**src/rtl/audio_frame_scheduler.sv**
```systemverilog
// rtl/audio_frame_scheduler.sv - stereo pair FIFO between SPI sample input and I2S frame requests
//
// Purpose:
//   Collects alternating left/right words from the SPI deserializer into
//   stereo pairs, buffers them in a small FIFO and serves one pair to the
//   I2S transmitter per frame request. Streaming starts or resumes only
//   after PREFILL pairs are buffered. Requests that find no data produce zeros.
//
// Parameters:
//   DEPTH    FIFO depth in stereo pairs (power of two, >= 2)
//   PREFILL  pairs held before streaming starts or resumes (1..DEPTH)
//
// Ports:
//   input_clk     sole clock, rising edge
//   reset         asynchronous active-low reset
//   spi_cs        active-low stream enable from the SPI host
//   rx_word       sample word from the SPI deserializer
//   rx_valid      one-cycle strobe qualifying rx_word
//   frame_req     one-cycle strobe at the start of each I2S stereo frame
//   left_sample   left-channel word for the I2S transmitter
//   right_sample  right-channel word for the I2S transmitter
//   sample_load   one-cycle strobe; samples updated this cycle
//   fifo_level    stereo pairs currently buffered
//   underrun      sticky; a frame was served with no data
//   overrun       sticky; a pair was dropped because the FIFO was full
//   RED_LED       underrun or overrun seen
//   GREEN_LED     streaming
//   BLUE_LED      prefilling or recovering from underrun

module audio_frame_scheduler #(
  parameter int DEPTH   = 4,
  parameter int PREFILL = 2
) (
  input  logic                     input_clk,
  input  logic                     reset,
  input  logic                     spi_cs,
  input  logic [31:0]              rx_word,
  input  logic                     rx_valid,
  input  logic                     frame_req,
  output logic [31:0]              left_sample,
  output logic [31:0]              right_sample,
  output logic                     sample_load,
  output logic [$clog2(DEPTH):0]   fifo_level,
  output logic                     underrun,
  output logic                     overrun,
  output logic                     RED_LED,
  output logic                     GREEN_LED,
  output logic                     BLUE_LED
);

  localparam int PTR_W = $clog2(DEPTH);
  localparam int LVL_W = PTR_W + 1;

  typedef enum logic [1:0] {
    S_IDLE     = 2'd0,
    S_PREFILL  = 2'd1,
    S_STREAM   = 2'd2,
    S_UNDERRUN = 2'd3
  } state_t;

  state_t             state;
  state_t             state_nxt;
  logic [LVL_W-1:0]   level;
  logic [PTR_W-1:0]   wr_ptr;
  logic [PTR_W-1:0]   rd_ptr;
  logic               parity;    // 0: next word is left, 1: next word is right
  logic [31:0]        stage;
  logic [63:0]        mem [DEPTH];

  logic rx_take;
  logic push_req;
  logic full;
  logic pop;
  logic push_ok;
  logic drop;
  logic starve;
  logic refilled;

  // Words are only taken while the stream is enabled and the FIFO is not
  // being flushed in IDLE.
  assign rx_take  = rx_valid && !spi_cs && (state != S_IDLE);
  assign push_req = rx_take && parity;
  assign full     = (level == LVL_W'(DEPTH));
  // Pop is gated on the registered level, so a same-cycle push into an
  // empty FIFO is never forwarded straight to the output.
  assign pop      = frame_req && (state == S_STREAM) && (level != '0);
  // A full FIFO still accepts a pair if a pop frees a slot the same cycle.
  assign push_ok  = push_req && (!full || pop);
  assign drop     = push_req && full && !pop;
  assign starve   = frame_req && (state == S_STREAM) && (level == '0);
  assign refilled = (level >= LVL_W'(PREFILL));

  // State register
  always_ff @(posedge input_clk or negedge reset) begin
    if (!reset) begin
      state <= S_IDLE;
    end else begin
      state <= state_nxt;
    end
  end

  // Next-state logic; deasserting spi_cs always returns to IDLE
  always_comb begin
    state_nxt = state;
    case (state)
      S_IDLE:     if (!spi_cs) state_nxt = S_PREFILL;
      S_PREFILL:  if (spi_cs) state_nxt = S_IDLE;
                  else if (refilled) state_nxt = S_STREAM;
      S_STREAM:   if (spi_cs) state_nxt = S_IDLE;
                  else if (starve) state_nxt = S_UNDERRUN;
      S_UNDERRUN: if (spi_cs) state_nxt = S_IDLE;
                  else if (refilled) state_nxt = S_STREAM;
      default:    state_nxt = S_IDLE;
    endcase
  end

  // Status outputs
  always_comb begin
    GREEN_LED = (state == S_STREAM);
    BLUE_LED  = (state == S_PREFILL) || (state == S_UNDERRUN);
    RED_LED   = underrun || overrun;
  end

  assign fifo_level = level;

  // FIFO pointers, level, staging register and word parity
  always_ff @(posedge input_clk or negedge reset) begin
    if (!reset) begin
      wr_ptr <= '0;
      rd_ptr <= '0;
      level  <= '0;
      parity <= 1'b0;
      stage  <= '0;
    end else if (state == S_IDLE) begin
      wr_ptr <= '0;
      rd_ptr <= '0;
      level  <= '0;
      parity <= 1'b0;
      stage  <= '0;
    end else begin
      if (rx_take) begin
        if (!parity) stage <= rx_word;
        // Parity toggles even when the pair is dropped, keeping L/R aligned.
        parity <= !parity;
      end
      if (push_ok) wr_ptr <= wr_ptr + PTR_W'(1);
      if (pop)     rd_ptr <= rd_ptr + PTR_W'(1);
      if (push_ok && !pop)      level <= level + LVL_W'(1);
      else if (pop && !push_ok) level <= level - LVL_W'(1);
    end
  end

  // Pair storage; contents are don't-care until written, so no reset.
  always_ff @(posedge input_clk) begin
    if (push_ok) mem[wr_ptr] <= {stage, rx_word};
  end

  // Sticky error flags, cleared when a new stream begins
  always_ff @(posedge input_clk or negedge reset) begin
    if (!reset) begin
      underrun <= 1'b0;
      overrun  <= 1'b0;
    end else if (state == S_IDLE) begin
      if (!spi_cs) begin
        underrun <= 1'b0;
        overrun  <= 1'b0;
      end
    end else begin
      if (starve) underrun <= 1'b1;
      if (drop)   overrun  <= 1'b1;
    end
  end

  // Every request is answered exactly one cycle later, in any state.
  always_ff @(posedge input_clk or negedge reset) begin
    if (!reset) begin
      sample_load  <= 1'b0;
      left_sample  <= '0;
      right_sample <= '0;
    end else begin
      sample_load <= frame_req;
      if (frame_req) begin
        if (pop) {left_sample, right_sample} <= mem[rd_ptr];
        else     {left_sample, right_sample} <= '0;
      end
    end
  end

endmodule

```
**config.mk**
```make
export PLATFORM = sky130hd
export DESIGN_NAME = audio_frame_scheduler
export DESIGN_NICKNAME = d
export VERILOG_FILES = /design/src/rtl/audio_frame_scheduler.sv
export SDC_FILE = /design/constraint.sdc
export NUM_CORES = 1
export LEC_CHECK = 0
export CAP_MARGIN = 20
export CELL_PAD_IN_SITES_DETAIL_PLACEMENT = 1
export CELL_PAD_IN_SITES_GLOBAL_PLACEMENT = 1
export CORE_ASPECT_RATIO = 1.4
export CORE_MARGIN = 1.5
export CORE_UTILIZATION = 44
export DETAILED_ROUTE_END_ITERATION = 10
export GPL_ROUTABILITY_DRIVEN = 0
export GPL_TIMING_DRIVEN = 0
export HOLD_SLACK_MARGIN = 0.08
export PLACE_DENSITY_LB_ADDON = 0.12
export SLEW_MARGIN = 20
export SYNTH_ARGS = -nofsm -noshare
export SYNTH_HDL_FRONTEND = slang
export SYNTH_SLANG_ARGS = --single-unit
```
**constraint.sdc**
```tcl
create_clock -name input_clk -period 2.9 [get_ports input_clk]
set_input_delay 0.29 -clock input_clk [delete_from_list [all_inputs] [get_ports input_clk]]
set_output_delay 0.29 -clock input_clk [all_outputs]
set_load 0.01 [all_outputs]
```
# Word-level counts from Yosys, hierarchy flattened
# Memories as Yosys holds them, arrays and structs flattened.
# Index checks and enable logic that the tools add are counted.
totals:
  register_bits: 109
  ram_bits: 256
  out_inout_bits: 73
  word_cells: 86
  memories: 1
op_classes:
  n_addsub: 4
  order_cmp: 1
  eq_ne: 8
  muxes: 27
  reduce_logical: 34
memory_table:
  columns: ["memory", "depth", "width", "rd", "rd_clocked_by_memory_dff", "write_ports", "line_no", "text"]
  rows:
  - ["mem", 4, 64, 1, 0, 1, "68", "logic [63:0] mem [DEPTH];"]
op_table:
  columns: ["op", "n"]
  rows:
  - ["two-way mux 32 bit", 5]
  - ["two-way mux 2 bit", 9]
  - ["nonzero test 2 bit", 6]
  - ["logical AND 1 bit", 11]
  - ["two-way mux 1 bit", 9]
  - ["two-way mux 3 bit", 3]
  - ["one-hot mux 2 bit (3 select lines)", 1]
  - ["AND reduction 2 bit", 3]
  - ["nonzero test 3 bit", 2]
  - ["logical NOT 1 bit", 5]
  - ["adder 2 x 1 -> 2 bit, second input constant", 2]
  - ["equality test 2 bit, second input constant", 2]
  - ["adder 3 x 1 -> 3 bit, second input constant", 1]
  - ["equality test 3 bit, second input constant", 1]
  - [">= comparator 3 x 2 -> 1 bit, second input constant", 1]
  - ["logical NOT 3 bit", 1]
  - ["logical OR 1 bit", 3]
  - ["inequality test 3 x 1 -> 1 bit, second input constant", 1]
  - ["inequality test 3 x 2 -> 1 bit, second input constant", 1]
  - ["AND reduction 3 bit", 1]
  - ["subtractor 3 x 1 -> 3 bit, second input constant", 1]
  - ["equality test 2 x 1 -> 1 bit, second input constant", 1]
  - ["logical NOT 2 bit", 1]
  - ["inequality test 2 x 1 -> 1 bit, second input constant", 1]
  - ["other kinds (2)", 2]

# Depth between registers and ports, before layout
logic_depth:
  depth_word: 10
  depth_mapped: 8
  ltp_nobuf: 7

# Worst setup path after synthesis
# No wires, ideal clock.
synth_path:
  path_type: "in2reg"
  from: "input state[0]"
  to: "memory mem[0][0] (enable)"
  setup_time_ns: 0.429
  t_arrival_ns: 2.553
  required_time_ns: 2.471
  setup_slack_ns: -0.082
  path_stages: 5
  path_buffers: 1
  path_cell_list: "dfrtp_1 > buf_2 > nand3b_4 > a31oi_4 > and3_1"
synth_via:
  elab_chain_len: 7
synth_lines:
  columns: ["element", "line_no", "text"]
  rows:
  - ["from (decl)", "61", "state_t state;"]
  - ["equality test 2 bit", "86", "assign pop = frame_req && (state == S_STREAM) && (level != '0);"]
  - ["logical AND 1 bit (2 in series)", "86", null]
  - ["logical OR 1 bit", "88", "assign push_ok = push_req && (!full || pop);"]
  - ["logical AND 1 bit *", "88", null]
  - ["two-way mux 1 bit *", "155", "if (push_ok) mem[wr_ptr] <= {stage, rx_word};"]
  - ["two-way mux 1 bit (not written as such) *", "155", null]
  - ["to (decl)", "68", null]
# Every way passes the cells marked *; elsewhere a longest branch is shown, timed or not.

# Worst setup path in the final report
layout_path:
  from: "input state[0]"
  to: "memory mem[3][9] (enable)"
# The elaborated chain is that of the path after synthesis.

==> results.md <==
* Top cell type's share of synthesized area at a little under three fifths
* Status: finished with violations
* Clock power frac at 44.2%
* Global Route Usage Sum at between 20% and 30%
* Fin. Hold Viols at 0
* Clock Skew at just over 20 ps
* Finished Cell Area at between 0.015 and 0.02 mm²
* Clk buf depth at 3
* Final Cycle Share at 83.1%
* CTS tree: built
* Later-pin clock latency in the skew report at between 500 and 600 ps
* NetSw at 0.00222 W
* Clock root buffer: clkbuf_16
* Leak pwr at 5.84 nW
* Layout cells sized above 1 at around 16%
* Seq pwr share at around 53%
* Pint at about 0.0085 W
* Worst-path maximum fanout at 34
* Ports at 110
* Synthesized flop and latch total at 365
* Core outline area at between 0.03 and 0.04 mm²
* Sw Ratio at just over 20%
* Final Setup Violations at 0
* Slew HR at just over 50%
* Req. time, crit path at around 3100 ps
* Critical path endpoint category: flip-flop
* Pin count of the biggest net entering global routing at between 70 and 80
* Yosys top cell by area: edfxtp_1
* Die Ht at approximately 210 µm
* Antenna diode instance count at 0
* Post-synth EDFFs at 256
* Top cells by area, synth: edfxtp_1, dfrtp_1, mux4_2
* Path type of the worst min-delay path: input port to flip-flop
* Global-route wire length before repair at roughly 50000 µm
* Grt total ovfl at 0
* Synth Net Count at just under 900
* CP Launch Type: flip-flop
* Layout Area Growth over Synthesis at 21.2%
* Seq/Total Area, Yosys at between 70% and 80%
* TritonRoute pass-1 iters at 10
* Vias per inst at roughly 5.3
* Drt total wl at between 30000 and 40000 µm
* Post-synthesis cell type count at 40
* Tmin final at 2410 ps
* Final WS setup at 491 ps
* Peak VDD IR at between 0.0004 and 0.0005 V
* HPWL after DPL at 20000 µm
* Synth cell count leaders: edfxtp_1, nand2_1, dfrtp_1
* Synthesis Warnings at 0
* Failing checks: DRC
* Reg clk slew, reported paths at around 60 ps
* Initial Util at 44.8%
* Postcts setup bufs at 0
* Via count at ~7400
* Nets at slightly above 1000
* Total of max-cap violations at 0
* Mean area per synthesized cell at roughly 17 µm²
* Pre-CTS setup slack at -432 ps
* RSZ-0062 raised after global routing: no
* Highest Clock Rate at about 420 MHz
* Wirelength per Cell at about 22 µm
* Final antenna-violating net count at 0
* Residual DRC at 13
* # clock sinks at around 370
* Synth Instances at between 800 and 900
* Top_reg_cell synth: edfxtp_1
* Area after DPL at about 0.016 mm²
* Port Buffers at 109
* Critical path class: flip-flop to flip-flop
* Critical path arrival at about 2600 ps
* DIE AREA at about 0.033 mm²
* PD cells at 636 mW/mm²
* FP Rows at 76
* Total power at 0.0107 W
* Total CTS buffers at 37
* Initial DRC count at between 400 and 500
* Initial antenna violation count at 0
* Top-count cell post-synth: edfxtp_1
* Horiz. Die Dim at approximately 150 µm
* Vias in the first global route at between 8000 and 9000
* Slew Limit Fails at 0
* Gate power share at under 10%
* Asr flop ratio synth at around 30%
* CTS H-tree lvls at 2
* Mapped Area at 0.0138 mm²
* Worst Max-Slew Pin Slew at around 740 ps
[path summary, 6_finish.rpt]
kind	to	slack, ps	depth (start not counted)	from
setup / recovery	mem[3][9]	490	5	state[0]
hold / removal	sample_load	230	1	frame_req
setup reg to reg	mem[3][9]	490	5	state[0]
hold reg to reg	left_sample[28]	510	2	left_sample[28]
max in group asynchronous	left_sample[16]	1920	3	reset
min in group asynchronous	left_sample[1]	240	2	reset
[placed cells by master (no fill, tap or decap), drive strengths merged]
cell             n
nand3b           2
nor3b            1
xnor2            3
a31oi            2
dlygate4sd3      1
o21ai           67
and3b            2
bufinv           2
a21o             1
buf             32
o2111ai          1
or3              2
clkbuf          69
clkinvlp         2
ha               4
inv             72
nor3             3
nor4b            1
a21oi           39
a2111oi          1
mux2i            3
a22oi            1
clkinv          11
nand2          132
clkdlybuf4s50  107
or2              3
nand3            5
dlymetal6s2s     1
xor2             1
dfrtp          109
fa               1
nand2b           1
o31ai            1
and3             6
nor2             9
edfxtp         256
a211o            1
mux4            64
[registers in the layout, indices dropped and copies added, names as in the netlist]
register / cells
parity: 1
left_sample: 32
sample_load: 1
mem: 256
fifo_level: 3
state: 2
stage: 32
overrun: 1
wr_ptr: 2
rd_ptr: 2
underrun: 1
right_sample: 32
[cell families after synthesis]
kind of cell               count (synthesis)  share of synthesized area (%)
buffers and inverters                    114                           3.72
DFF                                      365                           75.2
xor gates and xnor gates                   4                          0.253
muxes                                     67                           10.6
AOI/OAI and AO/OA                        114                           4.52
and+or+nand+nor                          167                           5.17
adders and majority gates                  5                          0.506
[critical path, cell delays in order, from the launching register on]
cell and delay, ps:
dfrtp_1 350, buf_2 170, nand3b_4 210, a31oi_4 370, and3_4 660, buf_12 300
[what timing repair did]
item / in CTS / in global routing
endpoints found under the setup margin: 0 / 1
endpoints found under the hold margin: 36 / 0
gates resized for setup: 0 / 1
hold buffers: 1 / 0
[area by class of cell]
class                      instances  area [µm²]
multi-input combinational        357        2940
timing repair buffer             115        1230
inverter                          70         263
buffer                            44         253
tap                              390         488
fill                            2861       14100
clock buffer                      51        1050
sequential                       365       10400
clock inverter                    17         145
[power by group through the flow]
stage          Combinational, W  Clock (W)  Sequential [W]
2_1_floorplan          0.000106          0         0.00575
3_3_place_gp           0.000290          0         0.00576
3_5_place_dp           0.000303          0         0.00577
4_1_cts                0.000305    0.00482         0.00566
5_1_grt                0.000326    0.00499         0.00566
6_report               0.000295    0.00472         0.00566
[metal layers]
| metal | vias up | part of all wire [%] | global-route usage, % | routed length, µm |
|---|---|---|---|---|
| met1 | 3852 | 39 | 24.9 | 12500 |
| met3 | 48 | 3.6 | 2.96 | 1150 |
| li1 | 3352 | - | - | - |
| met4 | 0 | 2.3 | 6.69 | 737 |
| met5 | - | 0 | 0 | 0 |
| met2 | 155 | 55 | 37.5 | 17300 |
[stage by stage]
step           hold slack [ps]  TNS [ps]  util [%]  cells
6_report                   227         0      54.3   1409
3_5_place_dp               243    -17000      50.4   1340
5_1_grt                    209         0      54.3   1409
2_1_floorplan            -5.59         0         -    836
3_3_place_gp               492   -576860      49.9   1335
4_1_cts                    242         0      54.3   1409
Note: power is estimated with default switching activity, not from simulation.
